===== src/rtl/zero_count_stream.sv =====
// -----------------------------------------------------------------------------
// zero_count_stream
//
// Purpose:
//    Accumulates the number of 0 bits over a frame of WIDTH-bit words received
//    on a valid/ready stream. When the last word of a frame is accepted, the
//    block presents the following on a held valid/ready output:
//       - the (saturating) total
//       - an even-count flag
//       - a divisible-by-MOD flag
//       - a saturation flag
//
// Parameters:
//    Input word width in bits is WIDTH (>=1).
//    The divisor for the divisibility flag is MOD (>=2).
//    The accumulated count is CNT_W bits wide and saturates at 2^CNT_W-1.
//
// Ports:
//    clk        clock, rising edge
//    rst        asynchronous active-high reset
//    in_valid   input word valid
//    in_ready   block can accept a word (high while accumulating)
//    in_data    input word
//    in_last    word is the last of its frame
//    out_valid  frame result valid (held until out_ready)
//    out_ready  consumer accepts result
//    out_count  zeros in frame, saturating
//    out_even   true zero count is even
//    out_mod    true zero count is divisible by the divisor
//    out_ovf    count saturated during the frame
//    sel_ones   (only with ZERO_COUNT_ONES_SEL_EN) count 1 bits instead of 0
//               bits; sampled on the first word of a frame and held for it
//
// Optional feature macro: ZERO_COUNT_ONES_SEL_EN
// -----------------------------------------------------------------------------
module zero_count_stream #(
   parameter int WIDTH = 16,
   parameter int MOD   = 3,
   parameter int CNT_W = 16
) (
   input  logic             clk,
   input  logic             rst,
   input  logic             in_valid,
   output logic             in_ready,
   input  logic [WIDTH-1:0] in_data,
   input  logic             in_last,
   output logic             out_valid,
   input  logic             out_ready,
   output logic [CNT_W-1:0] out_count,
   output logic             out_even,
   output logic             out_mod,
   output logic             out_ovf
`ifdef ZERO_COUNT_ONES_SEL_EN
   ,
   input  logic             sel_ones
`endif
);

   localparam int ZW = $clog2(WIDTH + 1);
   // The sum is one bit wider than the larger operand, so overflow past the
   // saturation point is always visible in the sum.
   localparam int SW = ((CNT_W > ZW) ? CNT_W : ZW) + 1;
   localparam int RW = $clog2(MOD);
   localparam logic [SW-1:0] CNT_MAX = (SW'(1) << CNT_W) - SW'(1);
   localparam logic [31:0]   MOD_U   = MOD;

   typedef enum logic {ACCUM = 1'b0, HOLD = 1'b1} state_t;

   state_t           state_q, state_d;
   logic             xfer;
   logic             sel_eff;
   logic [WIDTH-1:0] cnt_bits;
   logic [ZW-1:0]    z;
   logic [SW-1:0]    sum;
   logic             sat;
   logic [31:0]      res_sum;

   logic [CNT_W-1:0] acc_q, acc_d;
   logic             par_q, par_d;
   logic [RW-1:0]    res_q, res_d;
   logic             ovf_q, ovf_d;

   logic [CNT_W-1:0] out_count_q;
   logic             out_even_q, out_mod_q, out_ovf_q;

   assign xfer = in_valid && in_ready;

`ifdef ZERO_COUNT_ONES_SEL_EN
   // first_q marks that the next accepted word opens a new frame. On that word
   // the live sel_ones is used; later words use the value captured with it.
   logic first_q, sel_hold_q;

   assign sel_eff = first_q ? sel_ones : sel_hold_q;

   always_ff @(posedge clk or posedge rst) begin
      if (rst) begin
         first_q    <= 1'b1;
         sel_hold_q <= 1'b0;
      end else if (xfer) begin
         if (first_q) begin
            sel_hold_q <= sel_ones;
         end
         first_q <= in_last;
      end
   end
`else
   assign sel_eff = 1'b0;
`endif

   // Bits to be counted: inverted data for zero counting, raw data for ones.
   for (genvar gi = 0; gi < WIDTH; gi++) begin : g_bits
      assign cnt_bits[gi] = sel_eff ? in_data[gi] : ~in_data[gi];
   end

   always_comb begin
      z = '0;
      for (int i = 0; i < WIDTH; i++) begin
         z = z + ZW'(cnt_bits[i]);
      end
   end

   // Next accumulator values. Parity and residue are tracked from z directly,
   // so they stay exact after the count saturates.
   always_comb begin
      sum     = SW'(acc_q) + SW'(z);
      sat     = (sum > CNT_MAX);
      acc_d   = sat ? CNT_W'(CNT_MAX) : CNT_W'(sum);
      ovf_d   = ovf_q | sat;
      par_d   = par_q ^ z[0];
      res_sum = (32'(res_q) + (32'(z) % MOD_U)) % MOD_U;
      res_d   = RW'(res_sum);
   end

   // Accumulators and the result registers
   always_ff @(posedge clk or posedge rst) begin
      if (rst) begin
         acc_q       <= '0;
         par_q       <= 1'b0;
         res_q       <= '0;
         ovf_q       <= 1'b0;
         out_count_q <= '0;
         out_even_q  <= 1'b0;
         out_mod_q   <= 1'b0;
         out_ovf_q   <= 1'b0;
      end else if (xfer) begin
         if (in_last) begin
            out_count_q <= acc_d;
            out_even_q  <= ~par_d;
            out_mod_q   <= (res_d == '0);
            out_ovf_q   <= ovf_d;
            acc_q       <= '0;
            par_q       <= 1'b0;
            res_q       <= '0;
            ovf_q       <= 1'b0;
         end else begin
            acc_q <= acc_d;
            par_q <= par_d;
            res_q <= res_d;
            ovf_q <= ovf_d;
         end
      end
   end

   // FSM: state register
   always_ff @(posedge clk or posedge rst) begin
      if (rst) begin
         state_q <= ACCUM;
      end else begin
         state_q <= state_d;
      end
   end

   // FSM: next state
   always_comb begin
      state_d = state_q;
      case (state_q)
         ACCUM:   if (xfer && in_last) state_d = HOLD;
         HOLD:    if (out_ready)       state_d = ACCUM;
         default: state_d = ACCUM;
      endcase
   end

   // FSM: outputs
   always_comb begin
      in_ready  = (state_q == ACCUM);
      out_valid = (state_q == HOLD);
   end

   assign out_count = out_count_q;
   assign out_even  = out_even_q;
   assign out_mod   = out_mod_q;
   assign out_ovf   = out_ovf_q;

endmodule


===== config.mk =====
export PLATFORM = sky130hd
export DESIGN_NAME = zero_count_stream
export DESIGN_NICKNAME = d
export VERILOG_FILES = /design/src/rtl/zero_count_stream.sv
export SDC_FILE = /design/constraint.sdc
export NUM_CORES = 1
export LEC_CHECK = 0
export BUFFER_PORTS_ARGS = -buffer_cell sky130_fd_sc_hd__clkbuf_2
export CORE_ASPECT_RATIO = 0.9
export CORE_MARGIN = 3
export CORE_UTILIZATION = 50
export DETAILED_ROUTE_END_ITERATION = 8
export PLACE_DENSITY_LB_ADDON = 0.08
export SYNTH_ARGS = -nofsm -noshare
export SYNTH_HDL_FRONTEND = slang
export SYNTH_SLANG_ARGS = --single-unit

===== constraint.sdc =====
create_clock -name clk -period 6.3 [get_ports clk]
set_input_delay 1.26 -clock clk [delete_from_list [all_inputs] [get_ports clk]]
set_output_delay 1.26 -clock clk [all_outputs]
set_load 0.005 [all_outputs]

==> impl_metrics.env <==
export IMPL_place_hpwl_um=8082
export IMPL_worst_slack_ns=-3.146
export IMPL_grt_max_degree=41
export IMPL_gp_congestion=0.9139
export IMPL_slowest_delay_ns=0.56
export IMPL_areaGrowthSynthToFinish_pct=53.16
export IMPL_whs_ns=0.4909
export IMPL_dieArea_um2=8806
export IMPL_wire_per_inst_um=17.32
export IMPL_synth_top_area_frac=0.2595
export IMPL_fill_cells=414
export IMPL_nets=683
export IMPL_clk_pin_slew_ns=0.08
export IMPL_cts_max_level=2
export IMPL_yosysSeqAreaShare=0.2595
export IMPL_rows=29
export IMPL_netlist_top_cell_by_area="dfrtp_1"
export IMPL_synth_simple_area_share=0.1729
export IMPL_synthXorXnorAreaFrac=0.04736
export IMPL_synth_mux_area_frac=0.01622
export IMPL_synthAdderAreaFrac=0.1174
export IMPL_worst_pin_slew_ns=1.189
export IMPL_synth_seq_cells=40
export IMPL_synthesis_area_um2=3857
export IMPL_min_delay_path_depth=2
export IMPL_syn_num_nets=524
export IMPL_fmax_mhz=105.9
export IMPL_rr_worst_depth=17
export IMPL_hp_class="flip-flop to flip-flop"
export IMPL_grt_use_total=0.2513
export IMPL_worst_path_max_fanout=3
export IMPL_antenna_found_initial=0
export IMPL_cts_tree="yes"
export IMPL_slowest_stage="fa_1"
export IMPL_hold_viol_final=0
export IMPL_cp_end_kind="flip-flop"
export IMPL_cts_sinks=40
export IMPL_ys_types=76
export IMPL_start_util=0.5316
export IMPL_rsz0062_at_grt="yes"
export IMPL_skew_ns=0.008949
export IMPL_die_y_um=89.33
export IMPL_drt_iter0_markers=185
export IMPL_clock_latency_ns=0.30
export IMPL_drcViolationCount=0
export IMPL_synthFlopType="dfrtp_1"
export IMPL_routed_wl_um=12590
export IMPL_grt_pass1_vias=3954
export IMPL_first_pass_iters=5
export IMPL_path_common_cell="buf_4"
export IMPL_drive_gt1_frac=0.4685
export IMPL_synth_area_leaders="dfrtp_1 (26%), fa_1 (6.2%), ha_1 (5.5%)"
export IMPL_ys_warn_count=0
export IMPL_post_route_period_util=1.499
export IMPL_ant_nets=0
export IMPL_holdPathEnd="out_count[4]"
export IMPL_slew_viol_final=0
export IMPL_die_x_um=98.59
export IMPL_reg2reg_setup_slack_ns=2.32
export IMPL_grt_overflow_total=0
export IMPL_r2r_start="res_q[0]"
export IMPL_core_region_area_um2=7257
export IMPL_synth_area_per_cell_um2=8.138
export IMPL_cts_hold_buf=0
export IMPL_violations="setup timing"
export IMPL_holdCritStartpoint="out_count[4]"
export IMPL_critPathKind="input pin to flip-flop"
export IMPL_synth_enable_flop_cells=0
export IMPL_cp_required_ns=6.54
export IMPL_viasPerCell=5.966
export IMPL_worst_setup_path_start_kind="input pin"
export IMPL_async_flop_share=1.000
export IMPL_cp_arrival_ns=9.68
export IMPL_n_antenna_cell=0
export IMPL_netlist_instances=474
export IMPL_setup_violations=11
export IMPL_synth_compound_area_frac=0.3146
export IMPL_regArea_um2=1001
export IMPL_slew_headroom=0.2052
export IMPL_io_buffer_count=41
export IMPL_drv_cap=0
export IMPL_cts_path_max_buffers=2
export IMPL_synth_top_family_by_area="compound AO/OA/AOI/OAI gates"
export IMPL_multi_input_area_um2=3142
export IMPL_layout_min_cycle_time_ns=9.446
export IMPL_rr_endpoint="res_q[0]"
export IMPL_yosys_top_cells_count="dfrtp_1 (40), inv_1 (40), a21oi_1 (39), nand2_1 (39), nor2_1 (38)"
export IMPL_vias=4337
export IMPL_ios=42
export IMPL_numCtsBuffers=5
export IMPL_cts_root_buf="clkbuf_8"
export IMPL_status="complete, but fails checks"
export IMPL_grt_pass1_wl_um=18170
-- state kept, by name (all words and copies together) (netlist names) --
name	cells
acc_q	16
out_count	16
out_even	1
out_mod	1
out_ovf	1
out_valid	1
ovf_q	1
par_q	1
res_q	2
-- final cells by class --
cell class	instances	share of cell area
Inverter	41	0.02838
Clock inverter	1	0.005083
Sequential cell	40	0.1694
Tap cell	93	0.01970
Clock buffer	7	0.01631
Timing Repair Buffer	181	0.2294
Multi-Input combinational cell	364	0.5318
-- per-stage QoR --
step	std cells	cell area, um2	worst slack (ns)	util	setup TNS [ns]
3_3_place_gp	679	4967	-3.175	0.6845	-14.18
2_1_floorplan	474	4091	-3.383	-	-9.958
3_5_place_dp	679	4967	-3.502	0.6845	-18.67
6_report	727	5908	-3.146	0.8141	-9.393
4_1_cts	709	5315	-3.072	0.7324	-8.931
5_1_grt	727	5908	-3.464	0.8141	-15.21
-- how the worst max path moves through the flow --
stage / start / endpoint / cells past startpoint
floorplan: in_data[5] / res_q[0] / 43
global placement: in_data[5] / res_q[0] / 40
detailed placement: in_data[5] / res_q[0] / 42
CTS: in_data[5] / res_q[0] / 42
global route: in_data[5] / res_q[0] / 40
finish: in_data[5] / res_q[0] / 42
-- cell families (layout without fill, tap and decap cells) --
kind of cell | Yosys count | after routing
buf+inv | 70 | 230
mux | 6 | 6
flops | 40 | 40
simple gates | 140 | 140
fa+ha+maj | 29 | 29
compound gates | 169 | 169
xor+xnor | 20 | 20
-- repair_timing --
item	CTS	global route
setup endpoints to repair	5	37
gates resized for setup	17	97
setup buffers	22	16
cloned	0	2
pin swaps	14	26
-- worst max-delay path, delay by kind of cell --
family                   cells  cell delay (ns)
AO/OA/AOI/OAI               11             2.32
multiplexers                 3             0.77
adder cells (fa/ha/maj)      9             3.31
buffers and inverters       13             1.26
AND/OR/NAND/NOR              6             0.74
-- cells in the final DEF (no fill, tap or decap), types with 5 or more instances in the layout --
master and n:
a21oi_2 10, o21ai_2 8, xnor2_1 14, and3_1 5
nor2_4 8, a21o_1 7, a31oi_1 6, o22a_1 9
o21ai_1 10, nor2_1 27, nand3_1 14, inv_1 34
nand2_1 36, buf_4 128, clkbuf_2 40, clkbuf_8 7
dfrtp_1 40, fa_1 9, nor3_1 8, ha_4 6
o21ai_0 21, a21oi_1 29, ha_1 9, buf_6 7
-- routing by layer --
metal | vias to the layer above | GRT usage | wire, um | part of all wire
met5 | - | 0 | 0 | 0
met4 | 0 | 0.06452 | 345 | 0.027
met3 | 37 | 0.03120 | 679 | 0.054
met2 | 165 | 0.4622 | 6395 | 0.51
met1 | 2086 | 0.3166 | 5172 | 0.41
li1 | 2049 | - | - | -
Power is not shown: default switching activity piles up to over one toggle a cycle in this logic, so the estimate is an artifact.
